==> src/rtl/spi_pkg.sv <==
// spi_pkg: shared types for the multi-channel SPI master
package spi_pkg;
  typedef enum logic [1:0] {IDLE, LEAD, XFER, TRAIL} spi_state_e;
  typedef struct packed {
    logic cpol;
    logic cpha;
    logic lsb_first;
  } spi_mode_t;
endpackage

==> src/rtl/spi_clk_div.sv <==
// spi_clk_div: half-period tick generator, reloaded with the latched divisor on every start
module spi_clk_div #(
  parameter int DVSR_W = 16
) (
  input  logic              clk_i,
  input  logic              rst_ni,
  input  logic              start_i,
  input  logic              en_i,
  input  logic [DVSR_W-1:0] dvsr_i,
  output logic              tick_o
);
  logic [DVSR_W-1:0] d_q, cnt_q, d_eff;
  assign d_eff = (dvsr_i == '0) ? DVSR_W'(1) : dvsr_i;
  assign tick_o = en_i && cnt_q == '0;
  always_ff @(posedge clk_i or negedge rst_ni)
    if (!rst_ni) begin
      d_q <= DVSR_W'(1);
      cnt_q <= '0;
    end else if (start_i) begin
      d_q <= d_eff;
      cnt_q <= d_eff - 1'b1;
    end else if (tick_o) cnt_q <= d_q - 1'b1;
    else if (en_i) cnt_q <= cnt_q - 1'b1;
endmodule

==> src/rtl/spi_master_mc.sv <==
// spi_master_mc: multi-slave SPI master with per-transfer mode, divisor, bit order and target
module spi_master_mc
  import spi_pkg::*;
#(
  parameter int DATA_W = 8,
  parameter int NUM_SS = 4,
  parameter int DVSR_W = 16,
  parameter int SEL_W  = (NUM_SS > 1) ? $clog2(NUM_SS) : 1
) (
  input  logic              clk_i,
  input  logic              rst_ni,
  input  logic              start_i,
  input  logic [DATA_W-1:0] din_i,
  input  logic [SEL_W-1:0]  ss_sel_i,
  input  logic [DVSR_W-1:0] dvsr_i,
  input  logic              cpol_i,
  input  logic              cpha_i,
  input  logic              lsb_first_i,
  input  logic              miso_i,
  output logic              sclk_o,
  output logic              mosi_o,
  output logic [NUM_SS-1:0] ss_no,
  output logic [DATA_W-1:0] dout_o,
  output logic              ready_o,
  output logic              spi_done_tick_o
);
  localparam int K_W = $clog2(2 * DATA_W);
  localparam logic [K_W-1:0] K_LAST = K_W'(2 * DATA_W - 1);
  spi_state_e state_q, state_d;
  spi_mode_t mode_q;
  logic [K_W-1:0] k_q, k_nx;
  logic [DATA_W-1:0] tx_q, rx_q, tx_src, tx_shift;
  logic [NUM_SS-1:0] sel_hot;
  logic tick, accept, lsb, tx_bit, step, drive, sample;

  spi_clk_div #(.DVSR_W(DVSR_W)) u_div (
    .clk_i(clk_i), .rst_ni(rst_ni), .start_i(accept), .en_i(state_q != IDLE),
    .dvsr_i(dvsr_i), .tick_o(tick)
  );

  assign ready_o = state_q == IDLE;
  assign accept = ready_o && start_i;
  // On accept the shifter works on din_i directly so cpha=0 can present its first bit in LEAD
  assign lsb = accept ? lsb_first_i : mode_q.lsb_first;
  assign tx_src = accept ? din_i : tx_q;
  assign tx_bit = lsb ? tx_src[0] : tx_src[DATA_W-1];
  assign tx_shift = lsb ? tx_src >> 1 : tx_src << 1;
  assign k_nx = (state_q == LEAD) ? '0 : k_q + 1'b1;
  assign step = tick && state_d == XFER;
  assign sample = step && k_nx[0] == mode_q.cpha;
  assign drive = step && k_nx[0] != mode_q.cpha && k_nx != K_LAST;

  always_comb begin
    sel_hot = '0;
    for (int i = 0; i < NUM_SS; i++) sel_hot[i] = ss_sel_i == SEL_W'(i);
  end

  always_comb begin
    state_d = state_q;
    if (accept) state_d = LEAD;
    else if (tick) state_d = (state_q == LEAD) ? XFER : (state_q == XFER && k_q != K_LAST) ? XFER : (state_q == XFER) ? TRAIL : IDLE;
  end

  always_ff @(posedge clk_i or negedge rst_ni)
    if (!rst_ni) state_q <= IDLE;
    else state_q <= state_d;

  always_ff @(posedge clk_i or negedge rst_ni)
    if (!rst_ni) begin
      mode_q <= '0;
      k_q <= '0;
      tx_q <= '0;
      rx_q <= '0;
      sclk_o <= 1'b0;
      mosi_o <= 1'b0;
      ss_no <= '1;
      dout_o <= '0;
      spi_done_tick_o <= 1'b0;
    end else begin
      spi_done_tick_o <= tick && state_q == TRAIL;
      if (accept) begin
        mode_q <= {cpol_i, cpha_i, lsb_first_i};
        ss_no <= ~sel_hot;
        sclk_o <= cpol_i;
        tx_q <= cpha_i ? din_i : tx_shift;
        mosi_o <= !cpha_i && tx_bit;
      end else if (state_q == IDLE) sclk_o <= cpol_i;
      else if (tick) begin
        k_q <= k_nx;
        sclk_o <= step ? mode_q.cpol ^ ~k_nx[0] : mode_q.cpol;
        if (state_q == TRAIL) begin
          ss_no <= '1;
          mosi_o <= 1'b0;
          dout_o <= rx_q;
        end
        if (drive) begin
          mosi_o <= tx_bit;
          tx_q <= tx_shift;
        end
        if (sample) rx_q <= lsb ? {miso_i, rx_q[DATA_W-1:1]} : {rx_q[DATA_W-2:0], miso_i};
      end
    end
endmodule
==> config.mk <==
export PLATFORM = sky130hd
export DESIGN_NAME = spi_master_mc
export DESIGN_NICKNAME = d
export VERILOG_FILES = /design/src/rtl/spi_pkg.sv /design/src/rtl/spi_clk_div.sv /design/src/rtl/spi_master_mc.sv
export SDC_FILE = /design/constraint.sdc
export NUM_CORES = 1
export LEC_CHECK = 0
export ABC_AREA = 0
export CORE_ASPECT_RATIO = 0.7
export CORE_MARGIN = 5
export CORE_UTILIZATION = 30
export CTS_CLUSTER_SIZE = 8
export DETAILED_ROUTE_END_ITERATION = 7
export PLACE_DENSITY = 0.6
export RECOVER_POWER = 100
export SLEW_MARGIN = 5
export SYNTH_ARGS = -nofsm -noshare
export SYNTH_HDL_FRONTEND = slang
export SYNTH_HIERARCHICAL = 1
export SYNTH_SLANG_ARGS = --single-unit
export TNS_END_PERCENT = 100
==> constraint.sdc <==
create_clock -name clk_i -period 8 [get_ports clk_i]
set_input_delay 1.6 -clock clk_i [delete_from_list [all_inputs] [get_ports clk_i]]
set_output_delay 1.6 -clock clk_i [all_outputs]
set_load 0.05 [all_outputs]
==> qor.yml <==
status:
  status: "complete, but fails checks"
  violations: "max-capacitance violations, max-slew violations"
placement:
  place_congestion: 0.924
  dp_slack_ns: 2.57
  place_inst: 623
  place_area_um2: 4740
  portBuffers: 48
  dp_hpwl_um: 7410
worst_hold_path:
  worstHoldEndpoint: "u_div/d_q[11]"
  hold_path_class: "flip-flop to flip-flop"
  hold_start: "u_div/d_q[11]"
  holdPathStages: 2
pwr:
  vdd_drop_max_mv: 0.102
  p_total_mw: 0.887
  cellPowerDensity_nw_per_um2: 176
  leakage_nw: 2.15
setup_path:
  rrSetupSlack_ns: 2.69
  critPathSlowestCell: "clkbuf_1"
  critPathCaptureType: "flip-flop"
  start_kind: "input port"
  r2r-start: "state_q[0]"
  path_max_fanout: 35
  critPathMaxStageDelay_ns: 1.19
  setup.worst_path.class: "input port to flip-flop"
  cp_common_cell: "nand2_1"
  r2r-end: "u_div/cnt_q[15]"
  reg2reg_depth: 12
  arrival_ns: 6.43
  crit_chain: "dlygate4sd3_1 > nand2_1 > clkinv_1 > clkbuf_1 > inv_2 > o31ai_1 > o311a_1 > nor2b_1 > nand2_1 > or4_1 > a31oi_1"
  required_ns: 8.25
synth:
  synth-edff-count: 0
  syn_area_per_cell_um2: 10.2
  ys_seq_area_share_pct: 44.0
  ys_ff_latch: 72
  synth-main-ff-cell: "dfrtp_1"
  ys_types: 72
  syn-num-nets: 444
  synth_cells: 404
  synth_area_um2: 4110
  ys.warnings.count: 6
  synth-async-reset-ratio_pct: 100
timing:
  rsz0062_at_grt: "no"
  finalHoldViolCount: 0
  final.period_utilization_pct: 77.2
  fin_skew_ns: 0.00528
  setup_ws_ns: 1.82
  slew_violations: 118
  worst_slew_pin_slew_ns: 3.96
  setup_viol: 0
  tns_ns: 0
  hold_slack_ns: 0.488
  max-slew-margin-rel_pct: -164
  period_needed_ns: 6.18
  fmax_ghz: 0.162
finish:
  multi_input_area_um2: 2070
  final_cell_mix: "dfrtp_1, nand2_1, o21ai_0, nor2_1, clkdlybuf4s50_1"
  fin_nets: 489
  final_common_cell: "dfrtp_1"
  fill_cells: 1325
  drive_gt1_share_pct: 15.0
  utilization_pct: 38.0
  diodes: 0
  fin_area_um2: 5040
  layout.cells.non_filler: 639
  area_growth_pct: 22.7
  seqCellArea_um2: 1810
die:
  dieHeight_um: 108
  ios: 49
  dieArea_um2: 16200
  rows: 35
  design.core.area_um2: 13300
  die_x_um: 150
  start_util_pct: 30.9
drt:
  wire_per_inst_um: 15.9
  avgViaCountPerCell: 5.10
  vias: 3256
  drt_iter0_drc: 169
  wirelength_um: 10100
  postRouteAntennaNets: 0
  drc_errors: 0
  dr.pass1.iters: 5
global_routing:
  antenna_found_initial: 0
  gr-total-overflow: 0
  grt_use_total_pct: 13.2
  grt_pass1_vias: 3227
  grt_max_degree: 73
  grt_pass1_wl_um: 16900
flow_run:
  cap_violations: 3
clock_network:
  clockRootBuffer: "clkbuf_16"
  cts.sinks: 72
  clkTransAtPathRegs_ns: 0.06
  cts_tree: "built"
  cts_buffers: 9
  cts_setup_buffers: 0
  clkLatencyLatePin_ns: 0.33
  cts_buffer_depth: 2
  ctsHoldBuffers: 0
  cts_resized: 0
  htree_levels: 3
[cell type report]
| class | instances | share of cell area (%) |
|---|---|---|
| clock inverter | 7 | 2.86 |
| multi-input combinational | 296 | 41.1 |
| sequential | 72 | 35.9 |
| tap | 185 | 4.59 |
| timing repair buffer | 50 | 9.59 |
| inverter | 20 | 1.49 |
| clock buffer | 9 | 4.47 |
[power by group]
part | switching, mW | internal [mW] | total (mW) | leakage (nW)
combinational | 0.0140 | 0.0143 | 0.0282 | 1.10
clock | 0.158 | 0.337 | 0.494 | 0.172
sequential | 0 | 0.364 | 0.364 | 0.876
total | 0.171 | 0.715 | 0.887 | 2.15
[per-layer routing]
metal | vias up | share of wire [%] | track usage, %
met2 | 90 | 41 | 17.8
li1 | 1569 | - | -
met5 | - | 0 | 0
met4 | 0 | 0.93 | 3.66
met1 | 1589 | 52 | 19.7
met3 | 8 | 6.5 | 4.21
[how the worst max path moves through the flow]
stage                     slack [ns]              end    start  cells after the start
after floorplan                 3.55  u_div/cnt_q[14]  start_i                     14
final                           1.82  u_div/cnt_q[15]  start_i                     11
after global routing            1.32  u_div/cnt_q[10]  start_i                     12
after detailed placement        2.57  u_div/cnt_q[10]  start_i                     12
after global placement          2.67  u_div/cnt_q[10]  start_i                     12
after CTS                       2.93  u_div/cnt_q[10]  start_i                     12
[flip-flops by register name, summed over array words and instances, names as in the netlist]
register and cells:
u_div/cnt_q 16, mosi_o 1, u_div/d_q 16, tx_q 8, sclk_o 1, rx_q 8
ss_no 4, dout_o 8, k_q 4, state_q 2, mode_q 3, spi_done_tick_o 1
[logic make-up (layout without fill, tap and decap cells)]
group                    Yosys count  count (layout)  synth area share (%)
flip-flops                        72              72                  44.0
AO/OA/AOI/OAI                    107             107                  18.2
AND/OR/NAND/NOR                  127             127                  16.9
multiplexers                      44              44                  12.5
buffers and inverters             36              86                  3.87
XOR/XNOR                          11              11                  2.35
adder cells (fa/ha/maj)            7               7                  2.13
[cells in the mapped netlist, types with 3 or more instances]
master | n | share of area [%]
a21oi_1 | 15 | 1.8
a221oi_1 | 6 | 1.3
a311o_1 | 3 | 0.73
a31oi_1 | 9 | 1.4
buf_2 | 4 | 0.49
clkbuf_1 | 9 | 0.82
dfrtp_1 | 67 | 41
dfstp_2 | 5 | 3.2
ha_1 | 7 | 2.1
inv_1 | 19 | 1.7
mux2_2 | 27 | 7.4
mux2_4 | 8 | 2.9
mux2i_1 | 9 | 2.2
nand2_1 | 42 | 3.8
nand2b_1 | 5 | 0.76
nand3_1 | 6 | 0.73
nor2_1 | 33 | 3.0
nor3_1 | 4 | 0.49
nor4_1 | 6 | 0.91
nor4b_1 | 3 | 0.64
o21a_1 | 5 | 0.91
o21ai_0 | 33 | 4.0
o21ai_1 | 3 | 0.37
o31ai_1 | 5 | 0.91
o31ai_2 | 4 | 1.2
or4_1 | 4 | 0.73
xnor2_1 | 6 | 1.3
xor2_1 | 5 | 1.1
[critical path, delay by kind of cell]
kind,cells,cell delay (ns)
AOI/OAI and AO/OA,3,0.87
and+or+nand+nor,4,1.30
buffers and inverters,4,2.64
No activity file was read; power rests on OpenSTA's default activity.
